### src/rtl/rst_seq_pkg.sv
// rst_seq_pkg: shared types, defaults and width helpers for the reset sequencer.
// Imported by rst_sync_chain and rst_seq_ctrl.
package rst_seq_pkg;

  typedef enum logic [2:0] {
    SYNC,
    HOLD,
    REL,
    GAP,
    DONE
  } state_t;

  localparam int DEF_NUM_RST     = 4;
  localparam int DEF_SYNC_STAGES = 2;
  localparam int DEF_HOLD_CYCLES = 8;
  localparam int DEF_STAGE_GAP   = 4;

  // Bits needed to hold values 0..max_val
  function automatic int cnt_width(input int max_val);
    return (max_val < 2) ? 1 : $clog2(max_val + 1);
  endfunction

  // Bits needed to index n channels, never less than 1
  function automatic int idx_width(input int n);
    return (n < 2) ? 1 : $clog2(n);
  endfunction

endpackage

### src/rtl/rst_seq_ctrl_sync.sv
// rst_sync_chain: async-assert, sync-deassert reset synchroniser.
// Output rises on the STAGES-th clock edge after rst_n is released.
module rst_sync_chain
  import rst_seq_pkg::*;
#(
  parameter int STAGES = DEF_SYNC_STAGES
) (
  input  logic clk,
  input  logic rst_n,
  output logic rst_sync
);

  logic [STAGES-1:0] chain;

  // Shift ones in after release; clear immediately on rst_n low
  always_ff @(posedge clk or negedge rst_n) begin
    if (!rst_n) begin
      chain <= '0;
    end else begin
      chain <= {chain[STAGES-2:0], 1'b1};
    end
  end

  assign rst_sync = chain[STAGES-1];

endmodule

### src/rtl/rst_seq_ctrl.sv
// rst_seq_ctrl: ordered multi-channel reset release with software re-reset.
// Optional macro RST_SEQ_CNT_EN adds the sw_rst_cnt saturating counter port.
module rst_seq_ctrl
  import rst_seq_pkg::*;
#(
  parameter int NUM_RST     = DEF_NUM_RST,
  parameter int SYNC_STAGES = DEF_SYNC_STAGES,
  parameter int HOLD_CYCLES = DEF_HOLD_CYCLES,
  parameter int STAGE_GAP   = DEF_STAGE_GAP
) (
  input  logic               clk,
  input  logic               rst_n,
  input  logic               sw_rst_req,
  input  logic [NUM_RST-1:0] sw_rst_mask,
  output logic [NUM_RST-1:0] rst_n_out,
  output logic               rst_done,
  output logic               busy
`ifdef RST_SEQ_CNT_EN
  ,
  output logic [7:0]         sw_rst_cnt
`endif
);

  localparam int CMAX = (HOLD_CYCLES > STAGE_GAP) ? HOLD_CYCLES : STAGE_GAP;
  localparam int CW   = cnt_width(CMAX);
  localparam int IW   = idx_width(NUM_RST);

  state_t             state;
  state_t             state_nxt;
  logic [CW-1:0]      cnt;
  logic [CW-1:0]      cnt_nxt;
  logic [IW-1:0]      idx;
  logic [IW-1:0]      idx_nxt;
  logic [NUM_RST-1:0] mask;
  logic [NUM_RST-1:0] mask_nxt;
  logic [NUM_RST-1:0] out_nxt;
  logic               done_nxt;
  logic               busy_nxt;
  logic               rst_sync;
  logic               do_rel;
  logic               more;
  logic [IW-1:0]      nxt_idx;
  logic [IW-1:0]      sw_first;

  rst_sync_chain #(
    .STAGES (SYNC_STAGES)
  ) u_sync (
    .clk      (clk),
    .rst_n    (rst_n),
    .rst_sync (rst_sync)
  );

  // Next active channel above idx; lowest index wins
  always_comb begin
    more    = 1'b0;
    nxt_idx = idx;
    for (int i = NUM_RST - 1; i >= 0; i--) begin
      if (mask[i] && (IW'(i) > idx)) begin
        more    = 1'b1;
        nxt_idx = IW'(i);
      end
    end
  end

  // Lowest channel selected by a software request
  always_comb begin
    sw_first = '0;
    for (int i = NUM_RST - 1; i >= 0; i--) begin
      if (sw_rst_mask[i]) begin
        sw_first = IW'(i);
      end
    end
  end

  // Next-state and output decode; a release is folded into the
  // edge that ends HOLD or GAP so it costs no extra cycle
  always_comb begin
    state_nxt = state;
    cnt_nxt   = cnt;
    idx_nxt   = idx;
    mask_nxt  = mask;
    out_nxt   = rst_n_out;
    done_nxt  = rst_done;
    busy_nxt  = busy;
    do_rel    = 1'b0;
    unique case (state)
      SYNC: begin
        if (rst_sync) begin
          if (HOLD_CYCLES == 1) begin
            do_rel = 1'b1;
          end else begin
            state_nxt = HOLD;
            cnt_nxt   = CW'(1);
          end
        end
      end
      HOLD: begin
        if (cnt == CW'(HOLD_CYCLES - 1)) begin
          do_rel = 1'b1;
        end else begin
          cnt_nxt = cnt + CW'(1);
        end
      end
      GAP: begin
        if (cnt == CW'(STAGE_GAP)) begin
          do_rel = 1'b1;
        end else begin
          cnt_nxt = cnt + CW'(1);
        end
      end
      DONE: begin
        if (sw_rst_req && (|sw_rst_mask)) begin
          state_nxt = HOLD;
          cnt_nxt   = '0;
          mask_nxt  = sw_rst_mask;
          idx_nxt   = sw_first;
          out_nxt   = rst_n_out & ~sw_rst_mask;
          done_nxt  = 1'b0;
          busy_nxt  = 1'b1;
        end
      end
      default: begin
        do_rel = 1'b1;
      end
    endcase
    if (do_rel) begin
      for (int i = 0; i < NUM_RST; i++) begin
        if (IW'(i) == idx) begin
          out_nxt[i] = 1'b1;
        end
      end
      if (more) begin
        state_nxt = GAP;
        cnt_nxt   = CW'(1);
        idx_nxt   = nxt_idx;
      end else begin
        state_nxt = DONE;
        done_nxt  = 1'b0 | 1'b1;
        busy_nxt  = 1'b0;
      end
    end
  end

  // State and registered outputs
  always_ff @(posedge clk or negedge rst_n) begin
    if (!rst_n) begin
      state     <= SYNC;
      cnt       <= '0;
      idx       <= '0;
      mask      <= '1;
      rst_n_out <= '0;
      rst_done  <= 1'b0;
      busy      <= 1'b1;
    end else begin
      state     <= state_nxt;
      cnt       <= cnt_nxt;
      idx       <= idx_nxt;
      mask      <= mask_nxt;
      rst_n_out <= out_nxt;
      rst_done  <= done_nxt;
      busy      <= busy_nxt;
    end
  end

`ifdef RST_SEQ_CNT_EN
  logic sw_seq;

  // Count software sequences reaching DONE, saturating at 255
  always_ff @(posedge clk or negedge rst_n) begin
    if (!rst_n) begin
      sw_seq     <= 1'b0;
      sw_rst_cnt <= '0;
    end else begin
      if (state == DONE && state_nxt == HOLD) begin
        sw_seq <= 1'b1;
      end
      if (sw_seq && state != DONE && state_nxt == DONE
          && sw_rst_cnt != 8'hFF) begin
        sw_rst_cnt <= sw_rst_cnt + 8'd1;
      end
    end
  end
`endif

endmodule
### config.mk
export PLATFORM = sky130hd
export DESIGN_NAME = rst_seq_ctrl
export DESIGN_NICKNAME = d
export VERILOG_FILES = /design/src/rtl/rst_seq_pkg.sv /design/src/rtl/rst_seq_ctrl_sync.sv /design/src/rtl/rst_seq_ctrl.sv
export SDC_FILE = /design/constraint.sdc
export NUM_CORES = 1
export LEC_CHECK = 0
export CORE_UTILIZATION = 40
export DETAILED_ROUTE_END_ITERATION = 6
export PLACE_DENSITY = 0.59
export REMOVE_ABC_BUFFERS = 1
export SETUP_SLACK_MARGIN = 0.5
export SYNTH_ARGS = -nofsm -noshare
export SYNTH_HDL_FRONTEND = slang
export SYNTH_SLANG_ARGS = --single-unit
### constraint.sdc
create_clock -name clk -period 1.6 [get_ports clk]
set_input_delay 0.24 -clock clk [delete_from_list [all_inputs] [get_ports clk]]
set_output_delay 0.24 -clock clk [all_outputs]
set_load 0.02 [all_outputs]
# After elaboration in Yosys (flattened, before gate mapping)
# Cells that the tools add are included.
[op_classes]
div_mod_pow = 0
n_eq_ne = 11
mul = 0
order_cmp = 4
n_reduce_logical = 12
n_bitwise = 2
n_mux = 46
shift = 0
n_addsub = 1
[op_table]
columns = ["op", "n"]
rows = [
  ["4-bit two-way mux", 9],
  ["2-bit two-way mux", 12],
  ["1-bit two-way mux", 18],
  ["4-bit case mux with 4 select lines", 1],
  ["3-bit two-way mux", 4],
  ["4-bit by 3-bit == test with 1-bit output, second input constant", 2],
  ["6-bit by 2-bit != test with 1-bit output, second input constant", 1],
  ["3-bit case mux with 2 select lines", 1],
  ["1-bit logical AND", 5],
  ["4-bit by 1-bit adder with 4-bit output, second input constant", 1],
  ["4-bit AND", 1],
  ["2-bit == test, first input constant", 2],
  ["1-bit by 2-bit greater-than comparator with 1-bit output, first input constant", 2],
  ["2-bit greater-than comparator, first input constant", 2],
  ["4-bit inverter", 1],
  ["4-bit OR reduction", 1],
  ["3-bit by 1-bit == test with 1-bit output, second input constant", 1],
  ["3-bit by 2-bit == test with 1-bit output, second input constant", 1],
  ["3-bit == test, second input constant", 1],
  ["3-bit zero test", 1],
  ["3-bit by 2-bit != test with 1-bit output, second input constant", 1],
  ["3-bit != test, second input constant", 1],
  ["1-bit case mux with 3 select lines", 1],
  ["3-bit AND reduction", 1],
  ["other kinds (5)", 5],
]
[word_totals]
latchBits = 0
register_bits = 21
mem_bits_ro = 0
mem_bits_rw = 0
elab_cells = 84
n_memories = 0

# Logic depth before layout (Yosys ltp)
# Gate-level depths: netlist of run 1.
[logic_depth]
depth_word = 8
ltp_mapped = 6
ltp_nobuf = 6

# Modules after synthesis
# From an unflattened synthesis of run 1, not the netlist that was laid out.
[unflattened]
cells_unflattened = 115
hier_area_um2 = 1108.6
[by_module_without_submodules]
columns = ["module", "instances", "cells_per_inst", "area_each_um2"]
rows = [
  ["rst_seq_ctrl", 1, 112, 1054.8],
  ["rst_sync_chain", 1, 3, 53.8],
]

# Least setup slack after synthesis of run 1
# Ideal clock, no wire load.
[synth_path]
kind = "input to register"
from = "input sw_rst_mask[0]"
to = "register state[0]"
setup_time_ps = 119
arrival_ps = 1501
setup_slack_ps = -20
required_ps = 1481
stages = 4
path_cell_list = "or4_4 > and2_4 > or4_1 > o21a_1"
[synth_via]
elab_chain_len = 4
[synth_lines]
columns = ["element", "line", "source"]
rows = [
  ["from (decl)", "rst_seq_ctrl.sv:14", "input logic [NUM_RST-1:0] sw_rst_mask,"],
  ["4-bit OR reduction", "rst_seq_ctrl.sv:112", "if (sw_rst_req && (|sw_rst_mask)) begin"],
  ["1-bit logical AND", "rst_seq_ctrl.sv:112", ""],
  ["3-bit != test (no line)", "--", ""],
  ["3-bit AND reduction (no line)", "--", ""],
  ["to (signal assigned)", "rst_seq_ctrl.sv:155", "state <= state_nxt;"],
  ["to (decl)", "rst_seq_ctrl.sv:28", "state_t state;"],
]
# Every way passes these cells.
# A chain may end at the register's enable or synchronous reset.

# Final worst setup path of run 1
[layout_path]
from = "register cnt[0]"
to = "register cnt[3]"
[layout_via]
elab_chain_len = 5
word_cells_on_any_way = 11
classes_between = "1 x add/sub; 2 x eq/ne; 8 x mux"
[layout_lines]
columns = ["element", "line", "source"]
rows = [
  ["from (decl)", "rst_seq_ctrl.sv:30", "logic [CW-1:0] cnt;"],
  ["from (signal assigned)", "rst_seq_ctrl.sv:156", "cnt <= cnt_nxt;"],
  ["4-bit by 1-bit adder with 4-bit output (tied with other cells)", "rst_seq_ctrl.sv:101, rst_seq_ctrl.sv:108", ""],
  ["4-bit two-way mux, on equally long branches", "rst_seq_ctrl.sv:105, rst_seq_ctrl.sv:98", ""],
  ["4-bit case mux with 4 select lines", "rst_seq_ctrl.sv:86", "unique case (state)"],
  ["4-bit two-way mux", "rst_seq_ctrl.sv:132", "if (more) begin"],
  ["4-bit two-way mux (*)", "rst_seq_ctrl.sv:126", "if (do_rel) begin"],
  ["via cnt_nxt[3]", "rst_seq_ctrl.sv:31", "logic [CW-1:0] cnt_nxt;"],
]
# The timed path passes the listed nets; every way through them passes the cells marked *.

==> results of run 1 <==
==> stage by stage <==
step           worst slack [ns]  setup TNS (ns)  total power, mW  area (µm²)  instances
3_3_place_gp             -0.467           -3.82             1.99        1440        182
3_5_place_dp             -0.462           -4.13             2.03        1440        182
2_1_floorplan            -0.268           -1.82             1.49        1040        108
4_1_cts                -0.00610         -0.0185             2.68        1640        189
6_report                -0.0246         -0.0935             2.80        1720        192
5_1_grt                 -0.0662          -0.458             2.96        1720        192
==> how the worst max path moves through the flow <==
stage | to | start | slack, ns
finish | cnt[3]$_DFF_PN0_ | cnt[0]$_DFF_PN0_ | -0.02
CTS | state[1]$_DFFE_PN0P_ | cnt[0]$_DFF_PN0_ | -0.006
global route | state[1]$_DFFE_PN0P_ | cnt[0]$_DFF_PN0_ | -0.07
floorplan | cnt[2]$_DFF_PN0_ | state[1]$_DFFE_PN0P_ | -0.27
global placement | cnt[2]$_DFF_PN0_ | sw_rst_mask[0] | -0.47
detailed placement | state[0]$_DFFE_PN0P_ | sw_rst_mask[0] | -0.46
==> where the power goes <==
| part | internal (mW) | switching [mW] | leakage (nW) |
|---|---|---|---|
| sequential | 0.725 | 0.178 | 0.220 |
| clock | 0.253 | 0.166 | 0.0279 |
| combinational | 0.769 | 0.703 | 0.532 |
==> kinds of logic after synthesis <==
group	share of synthesized area
flops	0.482
other cells	0.00358
fa+ha+maj	0.0239
mux	0.00955
compound gates	0.230
buf+inv	0.0322
simple gates	0.218
==> placed cells by master, fill, tap and decap left out, types with 2 or more instances in the layout <==
cell / Yosys / layout
buf_4: 0 / 29
dfrtp_1: 16 / 14
buf_6: 1 / 14
nand2_1: 16 / 7
nor2b_1: 7 / 6
nand2_4: 0 / 5
o21ai_0: 13 / 5
inv_1: 6 / 5
nand3_1: 5 / 5
o21ai_1: 0 / 4
o21ai_2: 0 / 4
nand2_2: 0 / 4
dfstp_2: 4 / 4
a21oi_2: 0 / 3
o21a_1: 3 / 3
clkbuf_4: 0 / 3
clkdlybuf4s15_1: 0 / 3
nand2b_1: 2 / 2
nor2_1: 3 / 2
a31oi_1: 3 / 2
a22o_1: 2 / 2
or4_1: 2 / 2
clkdlybuf4s50_1: 0 / 2
dfrtp_2: 0 / 2
==> final cells by class <==
| type | instances | area (µm²) |
|---|---|---|
| Clock buffer | 3 | 22.5 |
| Clock inverter | 1 | 30.0 |
| Fill cell | 190 | 761 |
| Inverter | 6 | 22.5 |
| Multi-Input combinational cell | 82 | 647 |
| Sequential cell | 20 | 508 |
| Tap cell | 30 | 37.5 |
| Timing Repair Buffer | 50 | 449 |
==> per-layer routing <==
metal | wire length [µm] | track usage | up-vias
met4 | 40 | 0.0833 | 0
met5 | 0 | 0 | -
li1 | - | - | 505
met2 | 1500 | 0.404 | 18
met1 | 1280 | 0.275 | 503
met3 | 114 | 0.0718 | 7
==> synth_stat cells (all sizes together) <==
| cell type | n | area share |
|---|---|---|
| o311a | 1 | 0.011 |
| o2111ai | 1 | 0.0084 |
| or4 | 3 | 0.025 |
| nor2b | 7 | 0.042 |
| and2 | 1 | 0.0084 |
| o22a | 1 | 0.0095 |
| dfrtp | 16 | 0.38 |
| nand3 | 5 | 0.024 |
| nand2 | 16 | 0.057 |
| conb | 1 | 0.0036 |
| mux2i | 1 | 0.0095 |
| a32o | 1 | 0.0095 |
| nand2b | 2 | 0.012 |
| nand3b | 1 | 0.0072 |
| o311ai | 1 | 0.0084 |
| o32a | 1 | 0.0095 |
| nor3b | 1 | 0.0072 |
| o21ai | 13 | 0.062 |
| ha | 2 | 0.024 |
| a22o | 2 | 0.017 |
| or2b | 1 | 0.0084 |
| dfstp | 4 | 0.10 |
| o21a | 3 | 0.021 |
| buf | 1 | 0.011 |
| inv | 6 | 0.021 |
| a21oi | 4 | 0.019 |
| nor2 | 3 | 0.011 |
| nor4bb | 1 | 0.0095 |
| a22oi | 1 | 0.0072 |
| a211oi | 1 | 0.0072 |
| a31oi | 3 | 0.018 |
| and3 | 1 | 0.0072 |
| a31o | 1 | 0.0084 |
| o31ai | 2 | 0.014 |
==> registers in the layout, summed over array words and instances, names as in the netlist <==
register / flops
rst_done: 1
cnt: 4
u_sync.chain: 2
idx: 2
rst_n_out: 4
mask: 3
state: 3
busy: 1
==> worst max-delay path: cells and delay by family, from the launching register on <==
kind                     cells  cell delay [ns]
AND/OR/NAND/NOR              2             0.55
buffers and inverters        1             0.14
adder cells (fa/ha/maj)      1             0.20
flip-flops                   1             0.45
AO/OA/AOI/OAI                2             0.21
==> what timing repair did <==
| item | CTS | global route |
|---|---|---|
| setup endpoints to repair | 24 | 24 |
| setup buffers | 3 | 3 |
| resized for setup | 84 | 16 |
| pin swaps | 14 | 6 |
==> impl_metrics.tcl, run 1 <==
set metrics [dict create \
    cts_tree "built" \
    drtIter0Drc 5 \
    ir_worst_vdd_uv 1060 \
    dieArea_um2 2830 \
    syn-cell-area_um2 1050 \
    r2r_slack_ns -0.02 \
    fin_util 0.693 \
    core.rowCount 18 \
    synthToLayoutAreaGrowth_pct 63.7 \
    place_congestion 0.816 \
    p_leak_nw 0.780 \
    routed-via-count 1033 \
    cts_buffer_depth 2 \
    synth_warnings 0 \
    finalHoldViolCount 0 \
    period_minus_slack_ns 1.62 \
    fin_worst_skew_ns 0.00649 \
    initial_core_util 0.423 \
    cp_data_required_time_ns 1.83 \
    overflow 0 \
    critPathSlowestCell "or4_1" \
    setup.worst_path.class "register to register" \
    grt_start_max_net_pins 21 \
    ys_ff_latch 20 \
    min_period_over_period 1.02 \
    maxCapViolCount 0 \
    drive_gt1_frac 0.549 \
    dr.pass1.iters 5 \
    ys_seq_area_frac 0.482 \
    cts_root_buf "clkbuf_4" \
    ios 13 \
    regToRegStartpoint "cnt[0]$_DFF_PN0_" \
    hold_buffers 0 \
    critPathMaxFanout 4 \
    postSynthCellCount 109 \
    clock_latency_ns 0.31 \
    synth.avg_cell_area_um2 9.62 \
    numClockSinks 20 \
    drc_errors 0 \
    diodes 0 \
    fp.dieH_um 53.2 \
    rsz0062_at_grt "true" \
    clkTransAtPathRegs_ns 0.12 \
    ys_types 35 \
    hp-class "primary input to asynchronous set/reset pin" \
    hpwl_mm 2.09 \
    critPathCaptureType "register" \
    cts-htree-levels 1 \
    cp.arrival_ns 1.86 \
    fin_nets 172 \
    grt_pass1_wl_mm 4.61 \
    wl_mm 2.93 \
    grt_usage 0.236 \
    crit_chain "ha_2 > buf_4 > nand2b_1 > a21oi_2 > or4_1 > a31oi_1" \
    worst_slack_ns -0.0246 \
    die_w_um 53.2 \
    antenna_found_initial 0 \
    io_buffers 12 \
    fmax_ghz 0.616 \
    critPathMaxStageDelay_ns 0.46 \
    grt_pass1_vias 1046 \
    powerDensity_nw_per_um2 1630 \
    r2r-end "cnt[3]$_DFF_PN0_" \
    r2r_cells 6 \
    cp-start-kind "register" \
    timing.hold.ws_ns 0.249 \
    wl_per_cell_um 15.3 \
    violations "setup timing" \
    postRouteAntennaNets 0 \
    outcome "finished with violations" \
    report.final.slew_viol_count 0 \
    core-area_um2 2480 \
    setup_viol 5 \
    cts_buffers 3 \
    via_per_inst 5.38 \
]
Note: power is estimated with default switching activity, not from simulation.
==> run 2, diff against run 1 <==
PLACE_DENSITY = 0.57   (was 0.59)
clock period = 2.06 ns   (was 1.6 ns; I/O delays follow)
==> run 2 against run 1 <==
  * Worst hold slack gained 0.076 ns
  * Fmax grew 1.1%
  * Sequential share of layout area grew 6.4 points
  * First-iteration DRC count grew to 3.8 times the previous value
  * The flow now finishes without violations
  * Largest cell class unchanged
  * Clock skew grew 0.013 ns
  * Register-to-register slack gained 0.48 ns
  * Worst setup slack gained 0.48 ns
  * Core utilization shrank 12 points
  * Critical endpoint is now state[0]$_DFFE_PN0P_
  * Largest power group unchanged
==> impl_metrics.tcl, run 2 (same netlist as run 1, synthesis figures left out) <==
set metrics [dict create \
    hold_buffers 0 \
    multiInputGateArea_um2 576 \
    maxCapViolCount 0 \
    crit_chain "inv_1 > ha_2 > nand2_2 > o21ai_2 > or4_1 > o21a_1" \
    worst_slack_ns 0.453 \
    critPathSlowestCell "or4_1" \
    pre_cts_slack_ns -0.129 \
    layout_commonest_cell "buf_4" \
    instances_no_fill 171 \
    antenna_found_initial 0 \
    use_met3 0.0517 \
    clkTransAtPathRegs_ns 0.12 \
    wl_mm 2.74 \
    grt_busiest_layer "met2" \
    report.final.slew_viol_count 0 \
    min_period_over_period 0.780 \
    seq_area_um2 509 \
    cp-start-kind "register" \
    drtIter0Drc 19 \
    fillCellCount 234 \
    grt_start_max_net_pins 21 \
    hp-class "primary input to asynchronous set/reset pin" \
    drive_gt1_frac 0.333 \
    rsz0062_at_grt "true" \
    powerDensity_nw_per_um2 1250 \
    met1_usage 0.277 \
    core-area_um2 2480 \
    fin_nets 151 \
    io_buffers 12 \
    fp.dieH_um 53.2 \
    p_leak_nw 0.612 \
    critPathMaxFanout 3 \
    dr.pass1.iters 4 \
    routed-via-count 937 \
    ios 13 \
    critPathBufInv 1 \
    finalHoldViolCount 0 \
    grt_pass1_wl_mm 4.08 \
    fin_util 0.571 \
    cts_tree "built" \
    drc_errors 0 \
    outcome "completed" \
    fin_setup_tns_ns 0 \
    cp_data_required_time_ns 2.27 \
    die_w_um 53.2 \
    final_cell_mix "buf_4 (16), nand2_1 (15), dfrtp_1 (13)" \
    setup_viol 0 \
    maxSlewHeadroom 0.668 \
    via_per_inst 5.48 \
    cpLargestDelayFamily "simple AND/OR/NAND/NOR gates" \
    synthToLayoutAreaGrowth_pct 34.8 \
    largestRegisters "cnt: 4 flops, rst_n_out: 4 flops" \
    period_minus_slack_ns 1.61 \
    cts_buffer_depth 2 \
    wl_per_cell_um 16.0 \
    place_congestion 0.826 \
    cts-htree-levels 1 \
    hpwl_mm 1.81 \
    cp.arrival_ns 1.82 \
    fin_worst_skew_ns 0.0200 \
    numClockSinks 20 \
    cts_buffers 3 \
    initial_core_util 0.423 \
    numPlacedInstances 159 \
    fmax_ghz 0.622 \
    grt_usage 0.205 \
    diodes 0 \
    critPathMaxStageDelay_ns 0.51 \
    grt_pass1_vias 883 \
    clock_latency_ns 0.30 \
    setup.worst_path.class "register to register" \
    core.rowCount 18 \
    postRouteAntennaNets 0 \
    globalRouteMet2Util 0.319 \
    ir_worst_vdd_uv 757 \
    cts_root_buf "clkbuf_4" \
    critPathCaptureType "register" \
    overflow 0 \
    dieArea_um2 2830 \
    tightestPinTransition_ns 0.497 \
]
run 2: changes by cell type in the layout (fill, tap and decap cells not counted), moves of 2 or more:
cell	change
a21oi_1	+2
a21oi_2	-2
buf_4	-13
buf_6	-13
clkdlybuf4s15_1	-2
dlygate4sd2_1	+8
nand2_1	+8
nand2_2	-3
nand2_4	-5
o21ai_0	+6
o21ai_1	-3
o21ai_2	-3
run 2: metrics by stage:
step                cell area [µm²]  total power, mW  hold WS, ns
finish                         1410             1.77        0.324
global route                   1410             1.88        0.367
CTS                            1310             1.64        0.330
detailed placement             1260             1.44        0.344
global placement               1260             1.43        0.341
floorplan                      1040             1.15       0.0134
run 2: layout make-up:
type / instances / area share
flip-flops and latches: 20 / 0.360
multi-input cells: 82 / 0.407
inverters: 6 / 0.0159
clock buffers: 4 / 0.0186
repair buffers: 29 / 0.172
well taps: 30 / 0.0265
run 2: worst register-to-register path, stage by stage (launching register included):
cell and delay [ns]:
dfrtp_1 0.42, inv_1 0.07, ha_2 0.20, nand2_2 0.11
o21ai_2 0.10, or4_1 0.51, o21a_1 0.11
run 2: timing repair:
item                       CTS  global route
pin swaps                    3             6
gates resized for setup     24            10
hold endpoints to repair     0             0
buffers inserted             0             8
setup endpoints to repair   20            13
run 2: layer usage:
metal	vias to the layer above	wire, µm
li1	464	-
met1	452	1290
met2	19	1320
met3	2	114
met4	0	20
met5	-	0
run 2: where the power goes:
part	switching, mW	internal [mW]	total (mW)
sequential	0.141	0.575	0.715
combinational	0.468	0.394	0.862
clock	0.115	0.0754	0.191
run 2: path summary, 6_finish.rpt:
check | from | end | slack, ns | cells after the start
setup / recovery | cnt[1]$_DFF_PN0_ | state[0]$_DFFE_PN0P_ | 0.45 | 6
hold / removal | rst_n | rst_n_out[0]$_DFF_PN0_ | 0.32 | 2
setup reg to reg | cnt[1]$_DFF_PN0_ | state[0]$_DFFE_PN0P_ | 0.45 | 6
hold reg to reg | u_sync.chain[0]$_DFF_PN0_ | u_sync.chain[1]$_DFF_PN0_ | 0.36 | 0
max in group asynchronous | rst_n | mask[3]$_DFFE_PN1P_ | 1.44 | 2
min in group clk | u_sync.chain[0]$_DFF_PN0_ | u_sync.chain[1]$_DFF_PN0_ | 0.36 | 0
==> run 3, diff against run 2 <==
clock period = 1.6 ns   (was 2.06 ns; I/O delays follow)
==> run 3 against run 2 <==
  * Routed wire length grew 10%
  * Critical endpoint is now cnt[1]$_DFF_PN0_
  * The run now ends with setup timing left
  * Critical path depth is 2 higher
  * Combinational power is 95% higher
  * Critical path type unchanged
  * Register-to-register slack got worse by 0.46 ns
==> impl_metrics.tcl, run 3 (same netlist as run 1, synthesis figures left out) <==
set metrics [dict create \
    overflow 0 \
    grt_pass1_wl_mm 4.61 \
    largestRegisters "cnt: 4 flops, rst_n_out: 4 flops" \
    cts_root_buf "clkbuf_4" \
    cp.arrival_ns 1.80 \
    p_leak_nw 0.845 \
    fin_nets 183 \
    violations "setup timing" \
    ios 13 \
    wl_per_cell_um 14.9 \
    p_sw_frac 0.385 \
    cts-htree-levels 1 \
    hp-class "primary input to asynchronous set/reset pin" \
    dr.pass1.iters 4 \
    cts_buffer_depth 2 \
    placed_area_um2 1440 \
    cts_buffers 3 \
    maxCapViolCount 0 \
    initial_core_util 0.423 \
    routed-via-count 1062 \
    dieArea_um2 2830 \
    finish.instance_area_um2 1860 \
    postRouteAntennaNets 0 \
    r2r_slack_ns -0.01 \
    p_comb_frac 0.584 \
    grt_pass1_vias 1011 \
    critPathMaxFanout 4 \
    core-area_um2 2480 \
    core.rowCount 18 \
    grt_usage 0.232 \
    report.final.slew_viol_count 0 \
    rsz0062_at_grt "true" \
    cts_tree "built" \
    cp-start-kind "register" \
    setup_viol 1 \
    r2r_cells 8 \
    antenna_found_initial 0 \
    ir_worst_vdd_uv 1350 \
    powerDensity_nw_per_um2 1550 \
    setup.worst_path.class "register to register" \
    place_congestion 0.816 \
    finalHoldViolCount 0 \
    hpwl_mm 2.00 \
    p_seq_frac 0.314 \
    final_cell_mix "buf_4 (36), buf_6 (17), dfrtp_1 (14)" \
    die_w_um 53.2 \
    p_sw_mw 1.11 \
    drc_errors 0 \
    diodes 0 \
    via_per_inst 5.23 \
    clkTransAtPathRegs_ns 0.11 \
    drtIter0Drc 10 \
    io_buffers 12 \
    period_minus_slack_ns 1.61 \
    intPower_mw 1.78 \
    outcome "finished with violations" \
    numClockSinks 20 \
    clock_latency_ns 0.31 \
    wl_mm 3.02 \
    critPathCaptureType "register" \
    hold_buffers 0 \
    clkPwrFrac 0.102 \
    drive_gt1_frac 0.584 \
    grt_start_max_net_pins 21 \
    synthToLayoutAreaGrowth_pct 77.1 \
    fin_worst_skew_ns 0.00825 \
    fp.dieH_um 53.2 \
    fmax_ghz 0.621 \
    timing.hold.ws_ns 0.245 \
    layout_commonest_cell "buf_4" \
    worst_slack_ns -0.00962 \
    pre_cts_slack_ns -0.501 \
    cp_data_required_time_ns 1.79 \
    min_period_over_period 1.01 \
]
[run 3: timing repair]
action	in CTS	in global routing
pin swaps	10	17
endpoints found under the hold margin	0	0
setup endpoints to repair	24	24
setup buffers	6	10
gates cloned	0	0
resized for setup	70	36
[run 3: critical path, stage by stage (launching register included)]
cell     delay, ns
dfrtp_1       0.44
inv_2         0.10
ha_4          0.15
nand2_4       0.05
buf_6         0.11
o21a_1        0.18
a22oi_2       0.23
buf_4         0.19
a31oi_1       0.05
[run 3: routing by layer]
| layer | wire [µm] | GRT usage | share of wire |
|---|---|---|---|
| met1 | 1410 | 0.314 | 0.47 |
| met3 | 148 | 0.0690 | 0.049 |
| met4 | 15 | 0.0789 | 0.0050 |
| met5 | 0 | 0 | 0 |
| met2 | 1440 | 0.348 | 0.48 |
[run 3: area by class of cell]
| cell class | instances | area, µm² |
|---|---|---|
| clock buffers | 4 | 36.3 |
| fillers | 170 | 621 |
| inverters | 6 | 22.5 |
| multi-input cells | 82 | 699 |
| flip-flops and latches | 20 | 508 |
| well taps | 30 | 37.5 |
| repair buffers | 61 | 553 |
[run 3: power groups by stage]
stage,clock (mW),sequential [mW],combinational (mW)
2_1_floorplan,0,0.964,0.523
3_3_place_gp,0,0.869,1.15
3_5_place_dp,0,0.878,1.16
4_1_cts,0.304,0.883,1.38
5_1_grt,0.340,0.922,1.82
6_report,0.295,0.905,1.68
[run 3: worst paths after layout]
check	from	to
worst max-delay path	cnt[0]$_DFF_PN0_	cnt[1]$_DFF_PN0_
worst min-delay path	rst_n	idx[0]$_DFFE_PN0P_
worst max register to register	cnt[0]$_DFF_PN0_	cnt[1]$_DFF_PN0_
worst min register to register	u_sync.chain[0]$_DFF_PN0_	u_sync.chain[1]$_DFF_PN0_
max in group asynchronous	rst_n	busy$_DFF_PN1_
min in group clk	u_sync.chain[0]$_DFF_PN0_	u_sync.chain[1]$_DFF_PN0_
[run 3: per-stage QoR]
stage	power, mW	setup TNS, ns	util	instances
2_1_floorplan	1.49	-1.82	-	108
3_3_place_gp	2.02	-4.26	0.582	183
6_report	2.88	-0.00962	0.749	203
4_1_cts	2.57	0	0.662	193
3_5_place_dp	2.04	-4.56	0.582	183
5_1_grt	3.08	-0.330	0.749	203
